## src/rtl/seq_input_cond_if.sv

```systemverilog
// Signal bundle between the raw board pins, the input conditioner and the
// downstream sequence-detector FSM.
interface seq_input_cond_if;
    logic       btn_next;
    logic       sw_in;
    logic       next_level;
    logic       next_pulse;
    logic       in_sync;
    logic [7:0] press_count;

    modport master (
        output btn_next,
        output sw_in,
        input  next_level,
        input  next_pulse,
        input  in_sync,
        input  press_count
    );

    modport slave (
        input  btn_next,
        input  sw_in,
        output next_level,
        output next_pulse,
        output in_sync,
        output press_count
    );
endinterface

```

## src/rtl/seq_input_cond.sv

```systemverilog
// Synchronises and debounces the push-button and slide switch, producing a
// clean button level, a one-cycle press strobe, a clean switch level and a press count.
module seq_input_cond #(
    parameter int unsigned DEBOUNCE_CYCLES = 1000000,
    parameter int unsigned CNT_W           = $clog2(DEBOUNCE_CYCLES)
) (
    input  logic             clk,
    input  logic             reset,
    seq_input_cond_if.slave  bus
);

    typedef enum logic [1:0] {
        B_LOW  = 2'b00,
        B_RISE = 2'b01,
        B_HIGH = 2'b10,
        B_FALL = 2'b11
    } btn_state_e;

    localparam logic [CNT_W-1:0] CNT_MAX  = CNT_W'(DEBOUNCE_CYCLES - 32'd1);
    localparam logic [CNT_W-1:0] CNT_ONE  = CNT_W'(1);
    localparam logic [CNT_W-1:0] CNT_ZERO = {CNT_W{1'b0}};

    logic             btn_s1_q, btn_s1_d;
    logic             btn_s2_q, btn_s2_d;
    logic             sw_s1_q, sw_s1_d;
    logic             sw_s2_q, sw_s2_d;
    btn_state_e       btn_state_q, btn_state_d;
    logic [CNT_W-1:0] btn_cnt_q, btn_cnt_d;
    logic             sw_lvl_q, sw_lvl_d;
    logic [CNT_W-1:0] sw_cnt_q, sw_cnt_d;
    logic             next_pulse_q, next_pulse_d;
    logic [7:0]       press_count_q, press_count_d;
    logic             btn_done_s;
    logic             sw_done_s;

    // Two-flop synchronisers; only the second stage feeds the debouncers.
    always_comb begin
        btn_s1_d = bus.btn_next;
        btn_s2_d = btn_s1_q;
        sw_s1_d  = bus.sw_in;
        sw_s2_d  = sw_s1_q;
    end

    // Button debouncer as a four-state FSM; the press strobe and count
    // update on the same edge the level is accepted high.
    always_comb begin
        btn_state_d   = btn_state_q;
        btn_cnt_d     = btn_cnt_q;
        next_pulse_d  = 1'b0;
        press_count_d = press_count_q;
        btn_done_s    = (btn_cnt_q == CNT_MAX);
        case (btn_state_q)
            B_LOW: begin
                if (btn_s2_q) begin
                    btn_state_d = B_RISE;
                    btn_cnt_d   = btn_cnt_q + CNT_ONE;
                end else begin
                    btn_cnt_d   = CNT_ZERO;
                end
            end
            B_RISE: begin
                if (!btn_s2_q) begin
                    btn_state_d = B_LOW;
                    btn_cnt_d   = CNT_ZERO;
                end else if (btn_done_s) begin
                    btn_state_d   = B_HIGH;
                    btn_cnt_d     = CNT_ZERO;
                    next_pulse_d  = 1'b1;
                    press_count_d = press_count_q + 8'd1;
                end else begin
                    btn_cnt_d   = btn_cnt_q + CNT_ONE;
                end
            end
            B_HIGH: begin
                if (!btn_s2_q) begin
                    btn_state_d = B_FALL;
                    btn_cnt_d   = btn_cnt_q + CNT_ONE;
                end else begin
                    btn_cnt_d   = CNT_ZERO;
                end
            end
            B_FALL: begin
                if (btn_s2_q) begin
                    btn_state_d = B_HIGH;
                    btn_cnt_d   = CNT_ZERO;
                end else if (btn_done_s) begin
                    btn_state_d = B_LOW;
                    btn_cnt_d   = CNT_ZERO;
                end else begin
                    btn_cnt_d   = btn_cnt_q + CNT_ONE;
                end
            end
            default: begin
                btn_state_d = B_LOW;
                btn_cnt_d   = CNT_ZERO;
            end
        endcase
    end

    // Switch debouncer: same filtering rule, no strobe needed.
    always_comb begin
        sw_lvl_d  = sw_lvl_q;
        sw_cnt_d  = sw_cnt_q;
        sw_done_s = (sw_cnt_q == CNT_MAX);
        if (sw_s2_q == sw_lvl_q) begin
            sw_cnt_d = CNT_ZERO;
        end else if (sw_done_s) begin
            sw_lvl_d = sw_s2_q;
            sw_cnt_d = CNT_ZERO;
        end else begin
            sw_cnt_d = sw_cnt_q + CNT_ONE;
        end
    end

    // State registers; reset clears everything without needing a clock.
    always_ff @(posedge clk or negedge reset) begin
        if (!reset) begin
            btn_s1_q      <= 1'b0;
            btn_s2_q      <= 1'b0;
            sw_s1_q       <= 1'b0;
            sw_s2_q       <= 1'b0;
            btn_state_q   <= B_LOW;
            btn_cnt_q     <= CNT_ZERO;
            sw_lvl_q      <= 1'b0;
            sw_cnt_q      <= CNT_ZERO;
            next_pulse_q  <= 1'b0;
            press_count_q <= 8'd0;
        end else begin
            btn_s1_q      <= btn_s1_d;
            btn_s2_q      <= btn_s2_d;
            sw_s1_q       <= sw_s1_d;
            sw_s2_q       <= sw_s2_d;
            btn_state_q   <= btn_state_d;
            btn_cnt_q     <= btn_cnt_d;
            sw_lvl_q      <= sw_lvl_d;
            sw_cnt_q      <= sw_cnt_d;
            next_pulse_q  <= next_pulse_d;
            press_count_q <= press_count_d;
        end
    end

    assign bus.next_level  = (btn_state_q == B_HIGH) || (btn_state_q == B_FALL);
    assign bus.next_pulse  = next_pulse_q;
    assign bus.in_sync     = sw_lvl_q;
    assign bus.press_count = press_count_q;

endmodule
```

## src/flat_wrapper.sv

```systemverilog
// flat-port wrapper written by rule: the top's interface ports become plain ports
module seq_input_cond_flat 
#(
    parameter int unsigned DEBOUNCE_CYCLES = 1000000,
    parameter int unsigned CNT_W           = $clog2(DEBOUNCE_CYCLES)
)
  (clk, reset, bus_btn_next, bus_sw_in, bus_next_level, bus_next_pulse, bus_in_sync, bus_press_count);
  seq_input_cond_if bus_i ();
  input  logic clk;
  input  logic reset;
  input wire logic [$bits(bus_i.btn_next)-1:0] bus_btn_next;
  input wire logic [$bits(bus_i.sw_in)-1:0] bus_sw_in;
  output wire logic [$bits(bus_i.next_level)-1:0] bus_next_level;
  output wire logic [$bits(bus_i.next_pulse)-1:0] bus_next_pulse;
  output wire logic [$bits(bus_i.in_sync)-1:0] bus_in_sync;
  output wire logic [$bits(bus_i.press_count)-1:0] bus_press_count;
  assign bus_i.btn_next = bus_btn_next;
  assign bus_i.sw_in = bus_sw_in;
  assign bus_next_level = bus_i.next_level;
  assign bus_next_pulse = bus_i.next_pulse;
  assign bus_in_sync = bus_i.in_sync;
  assign bus_press_count = bus_i.press_count;
  seq_input_cond #(.DEBOUNCE_CYCLES(DEBOUNCE_CYCLES), .CNT_W(CNT_W)) u_core (.clk(clk), .reset(reset), .bus(bus_i));
endmodule
```

## config.mk

```make
export PLATFORM = sky130hd
export DESIGN_NAME = seq_input_cond_flat
export DESIGN_NICKNAME = d
export VERILOG_FILES = /design/src/rtl/seq_input_cond_if.sv /design/src/rtl/seq_input_cond.sv /design/src/flat_wrapper.sv
export SDC_FILE = /design/constraint.sdc
export NUM_CORES = 1
export LEC_CHECK = 0
export CAP_MARGIN = 0
export CORE_UTILIZATION = 59
export DETAILED_ROUTE_END_ITERATION = 6
export MAX_ROUTING_LAYER = met4
export PLACE_DENSITY = 0.84
export SYNTH_ARGS = -nofsm -noshare
export SYNTH_HDL_FRONTEND = slang
export SYNTH_SLANG_ARGS = --single-unit
```

## constraint.sdc

```tcl
create_clock -name clk -period 2.21 [get_ports clk]
set_input_delay 0.221 -clock clk [delete_from_list [all_inputs] [get_ports clk]]
set_output_delay 0.221 -clock clk [all_outputs]
set_load 0.05 [all_outputs]
```

# After elaboration in Yosys (flattened, before gate mapping)
# Cells that the tools add are included.
# word_totals
out_inout_bits	11
in_bits	4
regBits	56
wordCells	47
# op_classes
n_reduce_logical	5
n_addsub	3
n_eq_ne	10
bitwise	1
n_mux	18
# ops
operator	count
20-bit two-way mux	7
20-bit one-hot mux with 4 select lines	1
20-bit by 1-bit adder with 20-bit output (second input constant)	2
20-bit == test (second input constant)	2
2-bit two-way mux	6
8-bit by 1-bit adder with 8-bit output (second input constant)	1
2-bit one-hot mux with 4 select lines	1
2-bit == test (second input constant)	2
4-bit AND reduction	1
1-bit two-way mux	3
3-bit by 1-bit inequality test with 1-bit output (second input constant)	1
3-bit inequality test (second input constant)	1
3-bit AND reduction	1
2-bit by 1-bit == test with 1-bit output (second input constant)	1
2-bit zero test	1
2-bit by 1-bit inequality test with 1-bit output (second input constant)	1
2-bit inequality test (second input constant)	1
2-bit AND reduction	1
1-bit == test	1
1-bit logical OR	1
1-bit inverter	1

# Longest topological paths before layout
# depth
depth_word	4
depth_mapped	6
depth_no_buf	5

# Worst setup path before layout
# No wires, ideal clock.
# synth_timing
path_type	register -> register
start	register u_core.btn_cnt_q[7]
end	register u_core.press_count_q[1] (netlist: u_core.bus.press_count[1])
path_stages_with_launch	6
path_buffers	1
synth_period_minus_slack_ns	1.841
t_arrival_ns	1.716
slack_ns	0.369
setup_time_ns	0.125
t_required_ns	2.085
cell_sequence	dfrtp_1 -> buf_2 -> nor4b_1 -> nand4_1 -> nor3_1 -> mux2_2
# synth_via
elab_chain_cells	2
# synth_lines
item	line	source
start, declared	seq_input_cond.sv:28	logic [CNT_W-1:0] btn_cnt_q, btn_cnt_d;
start signal, assigned	seq_input_cond.sv:134	btn_cnt_q <= btn_cnt_d;
20-bit == test	seq_input_cond.sv:51	btn_done_s = (btn_cnt_q == CNT_MAX);
3-bit AND reduction (no source line)	--	
end signal, assigned	seq_input_cond.sv:138	press_count_q <= press_count_d;
end, declared	seq_input_cond.sv:32	logic [7:0] press_count_q, press_count_d;
# No other way between the ends.
# A chain may end at the register's enable or synchronous reset.

# Final worst setup path
# layout_timing
start	register u_core.btn_cnt_q[0]
end	register u_core.btn_cnt_q[18]
# layout_via
elab_chain_cells	4
word_cells_on_any_way	8
classes_between	add/sub: 1; eq/ne: 1; mux: 6
# layout_lines
item	line	source
20-bit by 1-bit adder with 20-bit output or 20-bit == test (tied branches)	--	
20-bit two-way mux	seq_input_cond.sv:65, seq_input_cond.sv:86	
20-bit two-way mux (on tied branches)	seq_input_cond.sv:83, seq_input_cond.sv:62	
20-bit one-hot mux with 4 select lines (*)	seq_input_cond.sv:52	case (btn_state_q)
net u_core.btn_cnt_d[18]	seq_input_cond.sv:28	
# Mark *: on every way through the listed nets, which the timed path passes. The rest lies on a longest branch.

==> results.ini <==
[outcome]
outcome = complete, no violations

[clock_network]
ctsResizeCount = 0
clockRootBuffer = clkbuf_8
cts_buffer_depth = 2
tritoncts = yes
post_cts_buffers = 0
clock_latency_ns = 0.31
hold_buffers = 1
cts_num_sinks = 56
path_clk_slew_ns = 0.10
cts_made_buffers = 5
htreeDepth = 2

[synthesis]
netlist_area_sq_mm = 0.00267
synth_top_family_by_area = simple AND/OR/NAND/NOR gates
synth_edf_count = 0
synth-adder-area-share_pct = 1.41
synth_xor_xnor_area_share_pct = 10.8
netlist-cell-type-count = 35
yosys.area.top_type_share_pct = 52.5
syn_area_per_cell_sq_um = 10.2
synth-main-ff-cell = dfrtp_1
synth_simple_gate_area_share_pct = 25.7
synth_area_leader_cell = dfrtp_1
synthMuxAreaShare_pct = 1.27
synth_most_common_cell = dfrtp_1
ys_top_cells_by_area = dfrtp_1 (52%), xor2_1 (5.6%), xnor2_1 (5.2%), nor2_1 (4.5%), nand4_1 (3.5%)
synth-compound-area-share_pct = 5.76
syn_nets = 268
syn_inst = 261
synth.cells.most_frequent = dfrtp_1 (56), nor2_1 (32), xor2_1 (17)
yosysSeqAreaShare_pct = 52.5
yosysWarnings = 0
async_flop_share_pct = 100
synth_seq_cells = 56

[drt]
via_per_inst = 5.82
dr_total_vias = 1957
wl_per_cell_um = 14.8
dr.first_iter.drc_count = 118
drt_first_pass_iters = 4
drc = 0
wl_mm = 4.97
ant_nets = 0

[pwr]
p_per_area_mw_per_mm2 = 554
power_leakage_nw = 1.26
vdd_drop_max_v = 0.000367

[sta]
fin_tns_setup_ns = 0
final-hold-violation-count = 0
fin_crit_ns = 2.02
slew_headroom_pct = 64.2
finClkSkew_ns = 0.0114
timing.final.crit_share_pct = 91.4
slew_viol_final = 0
timing.fmax_mhz = 495
final-setup-viol-count = 0
holdWs_ns = 0.337
tightest_slew_ns = 0.532
worst_slack_ns = 0.191
rsz0062_at_grt = no

[final_layout]
diodes = 0
areaGrowthSynthToFinish_pct = 12.3
nFillCells = 322
final_area_sq_mm = 0.00300
final_cell_count_no_fill = 336
drive_above_1_share_pct = 8.45
finalNetCount = 290

[global_route]
grt_start_max_net_pins = 41
grt_usage_pct = 24.0
antenna_found_initial = 0
grt_pass1_wl_mm = 8.80
grt_pass1_vias = 2004
overflow = 0

[floorplan]
boundaryPins = 15
start_util_pct = 61.3
die_y_um = 69.3
num_rows = 24
die_area_sq_mm = 0.00480
die_x_um = 69.3
core_sq_mm = 0.00435

[critical_path]
cp.required_ns = 2.45
r2r_slack_ns = 0.19
r2r-start = u_core.btn_cnt_q[0]$_DFF_PN0_
crit_type = flip-flop to flip-flop
worst_setup_path_start_kind = flip-flop
crit_start = u_core.btn_cnt_q[0]$_DFF_PN0_
worstRegToRegCells = 5
cp-endpoint = u_core.btn_cnt_q[18]$_DFF_PN0_
cp.arrival_ns = 2.26
cp_max_fo = 6
cp-end-kind = flip-flop
r2r-end = u_core.btn_cnt_q[18]$_DFF_PN0_

[placement]
dp_cells = 327
portBuffers = 14
place_area_sq_mm = 0.00290
gp_congestion = 0.870
detailedPlace.worstSlack_ns = 0.212
hpwl_mm = 3.61

[hold_path]
hold_path_class = primary input to flip-flop

[flow_run]
maxCapViolCount = 0

flip-flops by register name (all words and copies together) (netlist names), named ones only:
register / flops
u_core.btn_cnt_q: 20
u_core.sw_cnt_q: 20
u_core.bus.press_count: 8
u_core.btn_s1_q: 1
u_core.btn_s2_q: 1
u_core.btn_state_q: 1
u_core.bus.in_sync: 1
u_core.bus.next_pulse: 1
u_core.sw_s1_q: 1
u_core.sw_s2_q: 1
report_power, final:
group / internal, mW / switching [mW] / leakage (nW) / total [mW]
clock network: 0.221 / 0.323 / 0.0479 / 0.545
registers: 1.04 / 0.0125 / 0.766 / 1.05
logic: 0.0242 / 0.0433 / 0.442 / 0.0676
layout by cell type (no fill, tap or decap), types with 2 or more instances in the layout:
cell / Yosys / layout
buf_4: 0 / 6
ha_1: 3 / 3
nand4b_1: 3 / 3
xor2_1: 17 / 17
nor4_1: 7 / 7
a21oi_1: 12 / 12
o21ai_0: 8 / 8
nand4_1: 15 / 15
or4_1: 3 / 3
nor4b_1: 2 / 2
and3_1: 8 / 8
xnor2_1: 16 / 16
or3_1: 7 / 7
mux2_2: 3 / 3
clkdlybuf4s50_1: 0 / 13
and2_1: 2 / 2
nor2_1: 32 / 32
clkbuf_8: 0 / 5
dfrtp_1: 56 / 56
and4_1: 2 / 2
clkinv_2: 0 / 2
nor3_1: 10 / 10
nand2_1: 12 / 12
nand3_1: 16 / 16
inv_1: 9 / 9
per-layer routing:
layer	track usage (%)	wire, um
met2	40.1	2530
met5	-	0
met3	3.63	110
met4	12.9	117
met1	27.8	2210
worst max-delay path, stage by stage, from the launching register on:
cell	delay, ns
dfrtp_1	0.41
ha_1	0.22
nand3_1	0.19
or4_1	0.61
or3_1	0.36
a21oi_1	0.16
cell type report:
class | instances | area [sq um] | area share (%)
inverter | 9 | 33.8 | 1.13
tap | 52 | 65.1 | 2.17
clock inverter | 3 | 18.8 | 0.626
sequential | 56 | 1400 | 46.7
multi-input combinational | 189 | 1200 | 40.0
clock buffer | 5 | 68.8 | 2.29
timing repair buffer | 22 | 210 | 7.01
kinds of logic (layout without fill, tap and decap cells):
logic type,Yosys count,count (layout)
AND/OR/NAND/NOR,125,125
flip-flops,56,56
buffers and inverters,16,39
XOR/XNOR,33,33
multiplexers,3,3
AO/OA/AOI/OAI,25,25
adder cells (fa/ha/maj),3,3
worst min-delay path by stage:
stage | cells after the start | slack, ns | end | from
5_1_grt | 1 | 0.34 | u_core.btn_s1_q$_DFF_PN0_ | bus_btn_next
3_5_place_dp | 1 | 0.17 | u_core.sw_cnt_q[3]$_DFF_PN0_ | reset
4_1_cts | 1 | 0.33 | u_core.sw_s1_q$_DFF_PN0_ | bus_sw_in
3_3_place_gp | 1 | 0.17 | u_core.sw_cnt_q[2]$_DFF_PN0_ | reset
2_1_floorplan | 0 | -0.07 | asynchronous set/reset pin | reset
6_report | 1 | 0.34 | u_core.btn_s1_q$_DFF_PN0_ | bus_btn_next
per-stage QoR:
stage          power (mW)  util, %
4_1_cts              1.68     68.9
6_report             1.66     68.9
2_1_floorplan        1.10        -
3_3_place_gp         1.13     66.6
3_5_place_dp         1.14     66.6
5_1_grt              1.72     68.9
No activity file was read; power rests on OpenSTA's default activity.
